**src/rtl/inv_aes_pkg.sv**
```systemverilog
// Shared definitions for the inverse-cipher InvMixColumns stage.
// Holds the GF(2^8) constant multipliers used by the column datapath.
// Also holds the sequencer state encoding and the column count.
package inv_aes_pkg;

  localparam int NB_COL = 4;

  typedef enum logic [1:0] {
    ST_IDLE = 2'd0,
    ST_BUSY = 2'd1,
    ST_DONE = 2'd2
  } state_t;

  // Multiply by x modulo the AES polynomial x^8+x^4+x^3+x+1.
  function automatic logic [7:0] gf_xtime(input logic [7:0] a);
    return {a[6:0], 1'b0} ^ (a[7] ? 8'h1b : 8'h00);
  endfunction

  function automatic logic [7:0] gf_mul09(input logic [7:0] a);
    logic [7:0] x8;
    x8 = gf_xtime(gf_xtime(gf_xtime(a)));
    return x8 ^ a;
  endfunction

  function automatic logic [7:0] gf_mul0b(input logic [7:0] a);
    logic [7:0] x2, x8;
    x2 = gf_xtime(a);
    x8 = gf_xtime(gf_xtime(x2));
    return x8 ^ x2 ^ a;
  endfunction

  function automatic logic [7:0] gf_mul0d(input logic [7:0] a);
    logic [7:0] x4, x8;
    x4 = gf_xtime(gf_xtime(a));
    x8 = gf_xtime(x4);
    return x8 ^ x4 ^ a;
  endfunction

  function automatic logic [7:0] gf_mul0e(input logic [7:0] a);
    logic [7:0] x2, x4, x8;
    x2 = gf_xtime(a);
    x4 = gf_xtime(x2);
    x8 = gf_xtime(x4);
    return x8 ^ x4 ^ x2;
  endfunction

endpackage

```
**src/rtl/inv_mix_col_word.sv**
```systemverilog
// InvMixColumns of a single 32-bit column; row 0 sits in bits [31:24].
// Latency: purely combinational, no registers.
// Backpressure: none; the caller decides when the result is captured.
module inv_mix_col_word
  import inv_aes_pkg::*;
(
  input  logic [31:0] col_in,
  output logic [31:0] col_out
);

  logic [7:0] s0, s1, s2, s3;

  assign s0 = col_in[31:24];
  assign s1 = col_in[23:16];
  assign s2 = col_in[15:8];
  assign s3 = col_in[7:0];

  // Fixed inverse matrix rows {0e,0b,0d,09} rotated per output row.
  always_comb begin
    col_out[31:24] = gf_mul0e(s0) ^ gf_mul0b(s1) ^ gf_mul0d(s2) ^ gf_mul09(s3);
    col_out[23:16] = gf_mul09(s0) ^ gf_mul0e(s1) ^ gf_mul0b(s2) ^ gf_mul0d(s3);
    col_out[15:8]  = gf_mul0d(s0) ^ gf_mul09(s1) ^ gf_mul0e(s2) ^ gf_mul0b(s3);
    col_out[7:0]   = gf_mul0b(s0) ^ gf_mul0d(s1) ^ gf_mul09(s2) ^ gf_mul0e(s3);
  end

endmodule

```
**src/rtl/inv_mix_columns_seq.sv**
```systemverilog
// InvMixColumns over a 128-bit state, one column per cycle through a shared datapath.
// Latency: accept edge E0, columns written on E1..E4, out_valid high after E4.
// Backpressure: result held in DONE until out_ready; in_ready low outside IDLE.
// Build option INV_MIXCOL_ADDKEY_EN adds round_key and XORs it in on acceptance.
module inv_mix_columns_seq
  import inv_aes_pkg::*;
(
  input  logic         clk,
  input  logic         rst,
  input  logic         in_valid,
  output logic         in_ready,
  input  logic [0:127] in_state,
  output logic         out_valid,
  input  logic         out_ready,
  output logic [0:127] out_state
`ifdef INV_MIXCOL_ADDKEY_EN
  ,
  input  logic [0:127] round_key
`endif
);

  state_t       state, state_nxt;
  logic [1:0]   col;
  logic [0:127] buffer;
  logic [0:127] load_val;
  logic [31:0]  col_in, col_out;
  logic         accept;
  logic         last_col;

  assign accept   = in_valid & in_ready;
  assign last_col = (col == 2'(NB_COL - 1));

`ifdef INV_MIXCOL_ADDKEY_EN
  assign load_val = in_state ^ round_key;
`else
  assign load_val = in_state;
`endif

  // Column currently being transformed; bit 32*col of buffer is row-0 MSB.
  assign col_in = buffer[{col, 5'b0} +: 32];

  inv_mix_col_word u_col (
    .col_in  (col_in),
    .col_out (col_out)
  );

  // Only expose the buffer once every column has been rewritten.
  assign out_state = out_valid ? buffer : '0;

  // Next-state and handshake outputs; in_ready is held low during reset.
  always_comb begin
    state_nxt = state;
    in_ready  = 1'b0;
    out_valid = 1'b0;
    case (state)
      ST_IDLE: begin
        in_ready = ~rst;
        if (in_valid && ~rst) state_nxt = ST_BUSY;
      end
      ST_BUSY: begin
        if (last_col) state_nxt = ST_DONE;
      end
      ST_DONE: begin
        out_valid = 1'b1;
        if (out_ready) state_nxt = ST_IDLE;
      end
      default: state_nxt = ST_IDLE;
    endcase
  end

  // State register.
  always_ff @(posedge clk) begin
    if (rst) state <= ST_IDLE;
    else     state <= state_nxt;
  end

  // Column counter: cleared on acceptance, stepped once per BUSY cycle.
  always_ff @(posedge clk) begin
    if (rst)                   col <= 2'd0;
    else if (accept)           col <= 2'd0;
    else if (state == ST_BUSY) col <= col + 2'd1;
  end

  // State buffer: load on acceptance, then overwrite one column per BUSY cycle.
  always_ff @(posedge clk) begin
    if (rst)                   buffer <= '0;
    else if (accept)           buffer <= load_val;
    else if (state == ST_BUSY) buffer[{col, 5'b0} +: 32] <= col_out;
  end

endmodule

```
**config.mk**
```make
export PLATFORM = sky130hd
export DESIGN_NAME = inv_mix_columns_seq
export DESIGN_NICKNAME = d
export VERILOG_FILES = /design/src/rtl/inv_aes_pkg.sv /design/src/rtl/inv_mix_col_word.sv /design/src/rtl/inv_mix_columns_seq.sv
export SDC_FILE = /design/constraint.sdc
export NUM_CORES = 1
export LEC_CHECK = 0
export CORE_ASPECT_RATIO = 1.1
export CORE_UTILIZATION = 45
export CTS_CLUSTER_DIAMETER = 120
export DETAILED_ROUTE_END_ITERATION = 6
export PLACE_DENSITY = 0.76
export SYNTH_ARGS = -nofsm -noshare
export SYNTH_HDL_FRONTEND = slang
export SYNTH_SLANG_ARGS = --single-unit
```
**constraint.sdc**
```tcl
create_clock -name clk -period 4.3 [get_ports clk]
set_input_delay 0.43 -clock clk [delete_from_list [all_inputs] [get_ports clk]]
set_output_delay 0.43 -clock clk [all_outputs]
set_load 0.02 [all_outputs]
```
==> results of run 1 <==
[per-layer routing]
| layer | track usage, % | wire [um] | up-vias |
|---|---|---|---|
| met1 | 42.6 | 13400 | 4160 |
| met2 | 53.0 | 16400 | 533 |
| met3 | 5.50 | 3240 | 98 |
| met5 | 0 | 0 | - |
| met4 | 12.6 | 1160 | 0 |
| li1 | - | - | 3682 |
[state kept, by name, indices dropped and copies added, names as in the netlist]
signal  count
buffer    128
col         2
state       2
[stage by stage]
stage	cell area [sq um]	worst slack [ps]	hold WS (ps)	utilization [%]
final	12600	316	483	63.1
after global routing	12600	159	512	63.1
after CTS	12600	340	473	63.1
after detailed placement	12000	363	504	60.2
after global placement	12000	406	504	60.2
after floorplan	9250	1450	474	-
[cell families (layout without fill, tap and decap cells)]
| group | after synthesis | count (layout) | share of synthesized area [%] |
|---|---|---|---|
| adder cells (fa/ha/maj) | 4 | 4 | 0.541 |
| flip-flops | 132 | 132 | 28.6 |
| multiplexers | 32 | 32 | 7.99 |
| AO/OA/AOI/OAI | 229 | 229 | 20.4 |
| XOR/XNOR | 189 | 189 | 26.4 |
| AND/OR/NAND/NOR | 192 | 192 | 11.7 |
| buffers and inverters | 89 | 320 | 4.35 |
[path summary, 6_finish.rpt]
| path | from | to | slack [ps] | depth (start not counted) |
|---|---|---|---|---|
| worst max register to register | col[0] | buffer[28] | 320 | 7 |
| worst max-delay path | col[0] | buffer[28] | 320 | 7 |
| worst min register to register | buffer[31] | buffer[31] | 530 | 2 |
| worst min-delay path | rst | buffer[64] | 480 | 2 |
[worst max-delay path, cell delays in order (launching register included)]
cell	delay, ps
sky130_fd_sc_hd__dfxtp_2	970
sky130_fd_sc_hd__buf_4	330
sky130_fd_sc_hd__mux4_2	730
sky130_fd_sc_hd__xnor2_4	310
sky130_fd_sc_hd__xor2_1	360
sky130_fd_sc_hd__xnor3_1	560
sky130_fd_sc_hd__xnor2_2	450
sky130_fd_sc_hd__o2bb2ai_1	180
[cells in the final DEF (no fill, tap or decap), drive strengths merged]
| cell | synthesis | final |
|---|---|---|
| nor2b | 4 | 4 |
| a22oi | 93 | 93 |
| clkdlybuf4s50 | 0 | 260 |
| o22ai | 8 | 8 |
| clkinv | 0 | 7 |
| and3 | 2 | 2 |
| o2bb2ai | 84 | 84 |
| nor4 | 2 | 2 |
| xnor2 | 108 | 108 |
| a222oi | 36 | 36 |
| nand2b | 8 | 8 |
| clkinvlp | 0 | 2 |
| xor3 | 3 | 3 |
| nor2 | 41 | 41 |
| mux4 | 32 | 32 |
| o21ai | 1 | 1 |
| xnor3 | 39 | 39 |
| xor2 | 39 | 39 |
| a21oi | 5 | 5 |
| buf | 17 | 25 |
| inv | 3 | 7 |
| nand2 | 3 | 3 |
| nor3 | 4 | 4 |
| bufinv | 0 | 2 |
| clkbuf | 69 | 17 |
| o21bai | 1 | 1 |
| dfxtp | 132 | 132 |
| a211oi | 1 | 1 |
| and2 | 128 | 128 |
| ha | 4 | 4 |
[where the power goes]
part           switching (uW)  internal (uW)
clock network             599            857
logic                    5160           3990
registers                 153           1400
total                    5910           6250
[area by class of cell]
type	instances	area, sq um	area share, %
clock buffer	17	425	3.37
clock inverter	15	156	1.24
inverter	3	11.3	0.0892
multi-input combinational	646	6270	49.7
sequential	132	2650	20.9
tap	252	315	2.50
timing repair buffer	285	2800	22.2
==> impl_summary.txt, run 1 <==
----------------------------------------------------
[Floorplanning]
  Number of I/O pins ... 262
  Die height ... around 150 um
  Placeable core area ... 20000 sq um
  Number of core rows ... 54
  Effective utilization at floorplan ... a little under half
  Die Outline Area ... 21100 sq um
  Die extent in x ... 139 um

[Routing]
  Post-route DRC violation count ... 7
  Number of search-and-repair iterations in the first detailed-routing pass ... 7
  Number of vias after detailed routing ... 8473
  1st-iter DRT viols ... ~1.2k
  WL final ... between 30 and 40 mm
  Number of antenna-violating nets in the routed design ... 0
  Routed length per instance ... approximately 25 um
  Average vias per placed instance ... approximately 6.3

[Layout]
  Post-layout net count ... approximately 1.2k
  Fraction of final layout cells with drive strength greater than 1 ... roughly 11%
  Area Overhead vs Synth ... 36.5%
  Count of placed standard cells in the final layout, fillers left out ... ~1.4k
  Antenna diode count ... 0
  Number of inserted filler cells in the final layout ... approximately 1.6k

[Flow run]
  Max-cap check violation count ... 0

[Logic synthesis]
  Most repeated cell in the gate-level netlist after synthesis ... sky130_fd_sc_hd__dfxtp_1
  Area contributors post-synth ... sky130_fd_sc_hd__dfxtp_1, sky130_fd_sc_hd__xnor3_1, sky130_fd_sc_hd__and2_1
  Number of instances in the synthesized netlist ... roughly 870
  Primary flip-flop cell chosen by synthesis mapping ... sky130_fd_sc_hd__dfxtp_1
  Average size of a mapped cell ... roughly 11 sq um
  Syn nets ... 1003
  Number of flops mapped to enable cells by yosys ... 0
  Fraction of the yosys area taken by sequential cells ... 28.6%
  Yosys reg bits ... about 130
  Async set or reset register ratio after synthesis ... 0%
  Warnings from Yosys ... 0
  Area fraction of the dominant cell type after synthesis ... between 20% and 30%
  Most instantiated cells after synthesis ... sky130_fd_sc_hd__dfxtp_1, sky130_fd_sc_hd__and2_1, sky130_fd_sc_hd__a22oi_1, sky130_fd_sc_hd__xnor2_1, sky130_fd_sc_hd__o2bb2ai_1
  Mapped Area ... around 9300 sq um
  Post-synthesis cell type with the largest combined area ... sky130_fd_sc_hd__dfxtp_1
  Number of unique standard cell types used by synthesis ... 34

[Power]
  Total power of the final layout ... between 10000 and 15000 uW
  Peak supply drop ... ~0.88 mV
  Pwr per Cell Area ... between 900 and 1000 nW/um^2
  Leakage ... between 0.004 and 0.005 uW

[Worst setup path]
  Data required time of the critical path ... 4660 ps
  Crit Path Category ... flip-flop to flip-flop
  Setup crit start kind ... flip-flop
  Critical Path End Type ... flip-flop
  Data arrival time of the worst path ... approximately 4300 ps
  Crit path max fanout ... 26

[Timing]
  Normalized max-slew margin ... between 30% and 40%
  Accumulated negative setup slack ... 0 ps
  Unrepaired setup endpoints after global routing ... no
  Minimum period implied by the final worst setup slack ... roughly 4000 ps
  Pins Over Slew Limit ... 0
  Worst-case clock skew ... between 10 and 15 ps
  Final count of hold timing violations ... 0
  Final setup fails ... 0
  Worst slew pin tran ... 974 ps
  Final Cycle Share ... 92.7%
  Maximum achievable frequency ... roughly 0.25 GHz

[CTS]
  Number of clock buffers inserted by TritonCTS ... 17
  Cts repair resizes ... 0
  H-tree level count ... 4
  Clock-pin transition on the worst setup and hold timing paths ... about 60 ps
  Clock tree from TritonCTS ... yes
  Hold-fix buffers, CTS ... 0
  Clock latency reported for the late side of the worst-skew pair ... around 440 ps
  Buffer count from post-CTS setup fixing ... 0
  Max Buffers Root-to-Sink ... 2
  Clock tree root driver cell ... sky130_fd_sc_hd__clkbuf_16
  Count of clock tree sinks ... about 130

[Status]
  Violations in the final reports ... design-rule violations
  Run status ... finished, violations left

[Place]
  # placed instances ... roughly 1.3k
  Final HPWL DP ... 25.1 mm
  RePlAce Congestion ... between 0.9 and 1
  Port Buf Inserts ... around 260

[GRT]
  Via count of the first global-routing pass ... between 8k and 9k
  Pin count of the biggest net entering global routing ... between 80 and 90
  Initial antenna violation count ... 0
  Wire length of the first global-routing pass ... 51.8 mm
  Overflow left after global routing ... 0
  GRT Overall Usage ... between 30% and 40%

[Hold path]
  HP Class ... primary input to flip-flop

----------------------------------------------------
Note: power is estimated with default switching activity, not from simulation.
==> run 2, diff against run 1 <==
--- a/config.mk
+++ b/config.mk
@@ -6,10 +6,10 @@
 export NUM_CORES = 1
 export LEC_CHECK = 0
 export CORE_ASPECT_RATIO = 1.1
-export CORE_UTILIZATION = 45
+export CORE_UTILIZATION = 53
 export CTS_CLUSTER_DIAMETER = 120
 export DETAILED_ROUTE_END_ITERATION = 6
-export PLACE_DENSITY = 0.76
+export PLACE_DENSITY = 0.87
 export SYNTH_ARGS = -nofsm -noshare
 export SYNTH_HDL_FRONTEND = slang
 export SYNTH_SLANG_ARGS = --single-unit
==> constraint.sdc (replaced) <==
create_clock -name clk -period 4.3 [get_ports clk]
set_input_delay 0.43 -clock clk [delete_from_list [all_inputs] [get_ports clk]]
set_output_delay 0.43 -clock clk [all_outputs]
set_load 0.005 [all_outputs]
==> run 2 against run 1 <==
  * The flow still finishes with violations (design-rule violations)
  * Largest power group unchanged
  * Setup slack gained 48 ps
  * Highest routed layer unchanged
  * Combinational power shrank 1%
  * Sequential share of layout area is essentially flat
  * Non-clock buffer count shrank 4
  * Wire length shrank 0.88%
==> impl_summary.txt, run 2 (synthesized netlist as in run 1, its figures left out) <==
----------------------------------------------------
[CTS]
  H-tree level count ... 4 (unchanged)
  Buffer count from post-CTS setup fixing ... 0 (unchanged)
  Number of clock buffers inserted by TritonCTS ... 17 (unchanged)
  Clock tree from TritonCTS ... yes
  Clock tree root driver cell ... sky130_fd_sc_hd__clkbuf_16
  Cts repair resizes ... 0 (unchanged)
  Count of clock tree sinks ... 132 (unchanged)
  Clock latency reported for the late side of the worst-skew pair ... 430 ps (about the same)
  Max Buffers Root-to-Sink ... 2 (unchanged)
  Clock-pin transition on the worst setup and hold timing paths ... 60 ps (about the same)
  Hold-fix buffers, CTS ... 0 (unchanged)

[Layout]
  Most frequent standard cell in the layout excluding fill and tap cells ... sky130_fd_sc_hd__clkdlybuf4s50_1
  Sequential cell area ... 2650 sq um (unchanged)
  Number of inserted filler cells in the final layout ... 1117 (-29%)
  Summed area of non-filler cells in the final layout ... 12600 sq um (about the same)
  Antenna diode count ... 0 (unchanged)
  Max reg flops ... 128 (unchanged)
  Register ranked first by flip-flop count ... buffer
  Fraction of final layout cells with drive strength greater than 1 ... 10.4% (-0.33 points)
  Area Overhead vs Synth ... 36.4% (about the same)
  Footprint of the multi-input gates ... 6260 sq um (-0.12%)
  Most frequent cells in the layout ... sky130_fd_sc_hd__clkdlybuf4s50_1, sky130_fd_sc_hd__dfxtp_1, sky130_fd_sc_hd__and2_1
  Post-layout net count ... 1217 (-0.33%)
  Biggest regs ... buffer x128, col x2, state x2

[Power]
  Pwr per Cell Area ... 962 nW/um^2 (-0.13%)
  Peak supply drop ... 0.960 mV (+9.3%)
  Leakage ... 0.00461 uW (-0.17%)

[Worst setup path]
  Startpoint of the worst register-to-register path ... col[0]
  Path depth of the worst reg2reg path ... 6 (-1)
  Critical Path End Type ... flip-flop
  Max incr delay on CP ... 900 ps (-70 ps)
  Critical path buffer and inverter count ... 0 (-1)
  Beginning of the critical path ... col[0]
  Setup crit start kind ... flip-flop
  Setup slack on the worst flop-to-flop path ... 360 ps (+50 ps)
  RR Endpoint ... buffer[60]
  CP delay by family, top ... XOR/XNOR gates
  Data arrival time of the worst path ... 4290 ps (-50 ps)
  Data required time of the critical path ... 4650 ps (about the same)
  Cells along the critical path ... mux4_1 > xor2_2 > xor2_1 > xor3_1 > xnor2_2 > o2bb2ai_1
  Crit path max fanout ... 26 (unchanged)
  Crit Path Category ... flip-flop to flip-flop
  Critical Path Slowest Stage Cell ... sky130_fd_sc_hd__mux4_1

[Timing]
  Pins Over Slew Limit ... 0 (unchanged)
  Accumulated negative setup slack ... 0 ps (unchanged)
  Unrepaired setup endpoints after global routing ... no
  Final count of hold timing violations ... 0 (unchanged)
  Worst slew pin tran ... 1010 ps (+38.5 ps)
  Worst-case clock skew ... 9.09 ps (-1.66 ps)
  Minimum period implied by the final worst setup slack ... 3940 ps (-48.5 ps)
  Final Cycle Share ... 91.5% (-1.1 points)
  Normalized max-slew margin ... 32.5% (-2.6 points)
  Maximum achievable frequency ... 0.254 GHz (+1.2%)
  Final setup fails ... 0 (unchanged)

[Routing]
  WL final ... 33.9 mm (-0.88%)
  1st-iter DRT viols ... 1375 (+16%)
  Number of vias after detailed routing ... 8642 (+2.0%)
  Number of search-and-repair iterations in the first detailed-routing pass ... 7 (unchanged)
  Average vias per placed instance ... 6.51 (+3.7%)
  Number of antenna-violating nets in the routed design ... 0 (unchanged)
  Routed length per instance ... 25.5 um (+0.76%)
  Post-route DRC violation count ... 23 (+16)

[GRT]
  Layer with the highest usage after global routing ... met2
  GRT Overall Usage ... 37.9% (+5.5 points)
  Met3 global-route usage ... 7.70% (+2.2 points)
  Initial antenna violation count ... 0 (unchanged)
  Via count of the first global-routing pass ... 8482 (-0.68%)
  Pin count of the biggest net entering global routing ... 126 (+42%)
  Overflow left after global routing ... 0 (unchanged)
  Met1 Resource Use GR ... 49.9% (+7.2 points)
  Met2 track demand over resource in global routing ... 60.4% (+7.4 points)
  Wire length of the first global-routing pass ... 50.9 mm (-1.8%)

[Floorplanning]
  Effective utilization at floorplan ... 54.2% (+7.9 points)
  Die Outline Area ... 18000 sq um (-15%)
  Number of I/O pins ... 262 (unchanged)
  Die extent in x ... 128 um (-7.7%)
  Die height ... 141 um (-7.8%)
  Placeable core area ... 17100 sq um (-15%)
  Number of core rows ... 50 (-7.4%)

[Status]
  Run status ... finished, violations left
  Violations in the final reports ... design-rule violations

[Hold path]
  Startpoint of the lowest-slack hold path ... rst
  Endpoint with the worst hold slack ... col[0]
  Number of cells traversed by the worst hold path ... 2 (unchanged)
  HP Class ... primary input to flip-flop

[Place]
  RePlAce Congestion ... 0.995 (+1.2%)
  Port Buf Inserts ... 261 (unchanged)
  Final HPWL DP ... 24.3 mm (-3.1%)
  Placed instance area ... 12000 sq um (-0.29%)

[Flow run]
  Max-cap check violation count ... 0 (unchanged)

----------------------------------------------------
[run 2: cell count changes in the layout (fill, tap and decap cells not counted), sizes merged]
cell / change
clkbuf: +1
clkinv: -2
inv: -1
buf: -4
bufinv: +1
clkinvlp: +1
[run 2: per-stage QoR]
step | util, % | cells | total power (uW) | setup slack, ps | hold slack [ps]
global route | 73.9 | 1328 | 12500 | 263 | 502
global placement | 70.3 | 1296 | 10200 | 486 | 498
CTS | 73.9 | 1328 | 11900 | 446 | 465
floorplan | - | 867 | 8110 | 1450 | 474
finish | 73.9 | 1328 | 12100 | 364 | 481
detailed placement | 70.3 | 1296 | 10300 | 415 | 512
[run 2: power breakdown]
group          internal [uW]  leakage [uW]  switching (uW)  total (uW)
Combinational           3850       0.00324            5210        9070
Sequential              1400       0.00108             157        1550
Clock                    932      0.000293             589        1520
Total                   6180       0.00461            5960       12100
[run 2: worst max path at each step]
stage            endpoint  slack, ps  depth (start not counted)
6_report       buffer[60]        360                          6
5_1_grt        buffer[92]        260                          6
4_1_cts        buffer[60]        450                          6
3_5_place_dp   buffer[60]        410                          6
3_3_place_gp   buffer[28]        490                          6
2_1_floorplan  buffer[86]       1450                          9
[run 2: area by class of cell]
type                    instances  area share, %
flip-flops and latches        132           21.0
clock buffers                  18           3.48
clock inverters                14           1.39
repair buffers                281           22.2
multi-input cells             646           49.6
well taps                     234           2.32
inverters                       3         0.0892
[run 2: routing by layer]
| metal | vias up | wire (um) |
|---|---|---|
| met2 | 672 | 16000 |
| met4 | 0 | 1490 |
| met1 | 4177 | 12800 |
| met3 | 127 | 3520 |
| li1 | 3666 | - |
| met5 | - | 0 |
==> run 3, diff against run 2 <==
--- a/config.mk
+++ b/config.mk
@@ -7,7 +7,7 @@
 export LEC_CHECK = 0
 export CORE_ASPECT_RATIO = 1.1
 export CORE_UTILIZATION = 53
-export CTS_CLUSTER_DIAMETER = 120
+export CTS_CLUSTER_DIAMETER = 40
 export DETAILED_ROUTE_END_ITERATION = 6
 export PLACE_DENSITY = 0.87
 export SYNTH_ARGS = -nofsm -noshare
==> results of run 3 <==
No change in the layout: final DEF, timing and power equal those of run 2.
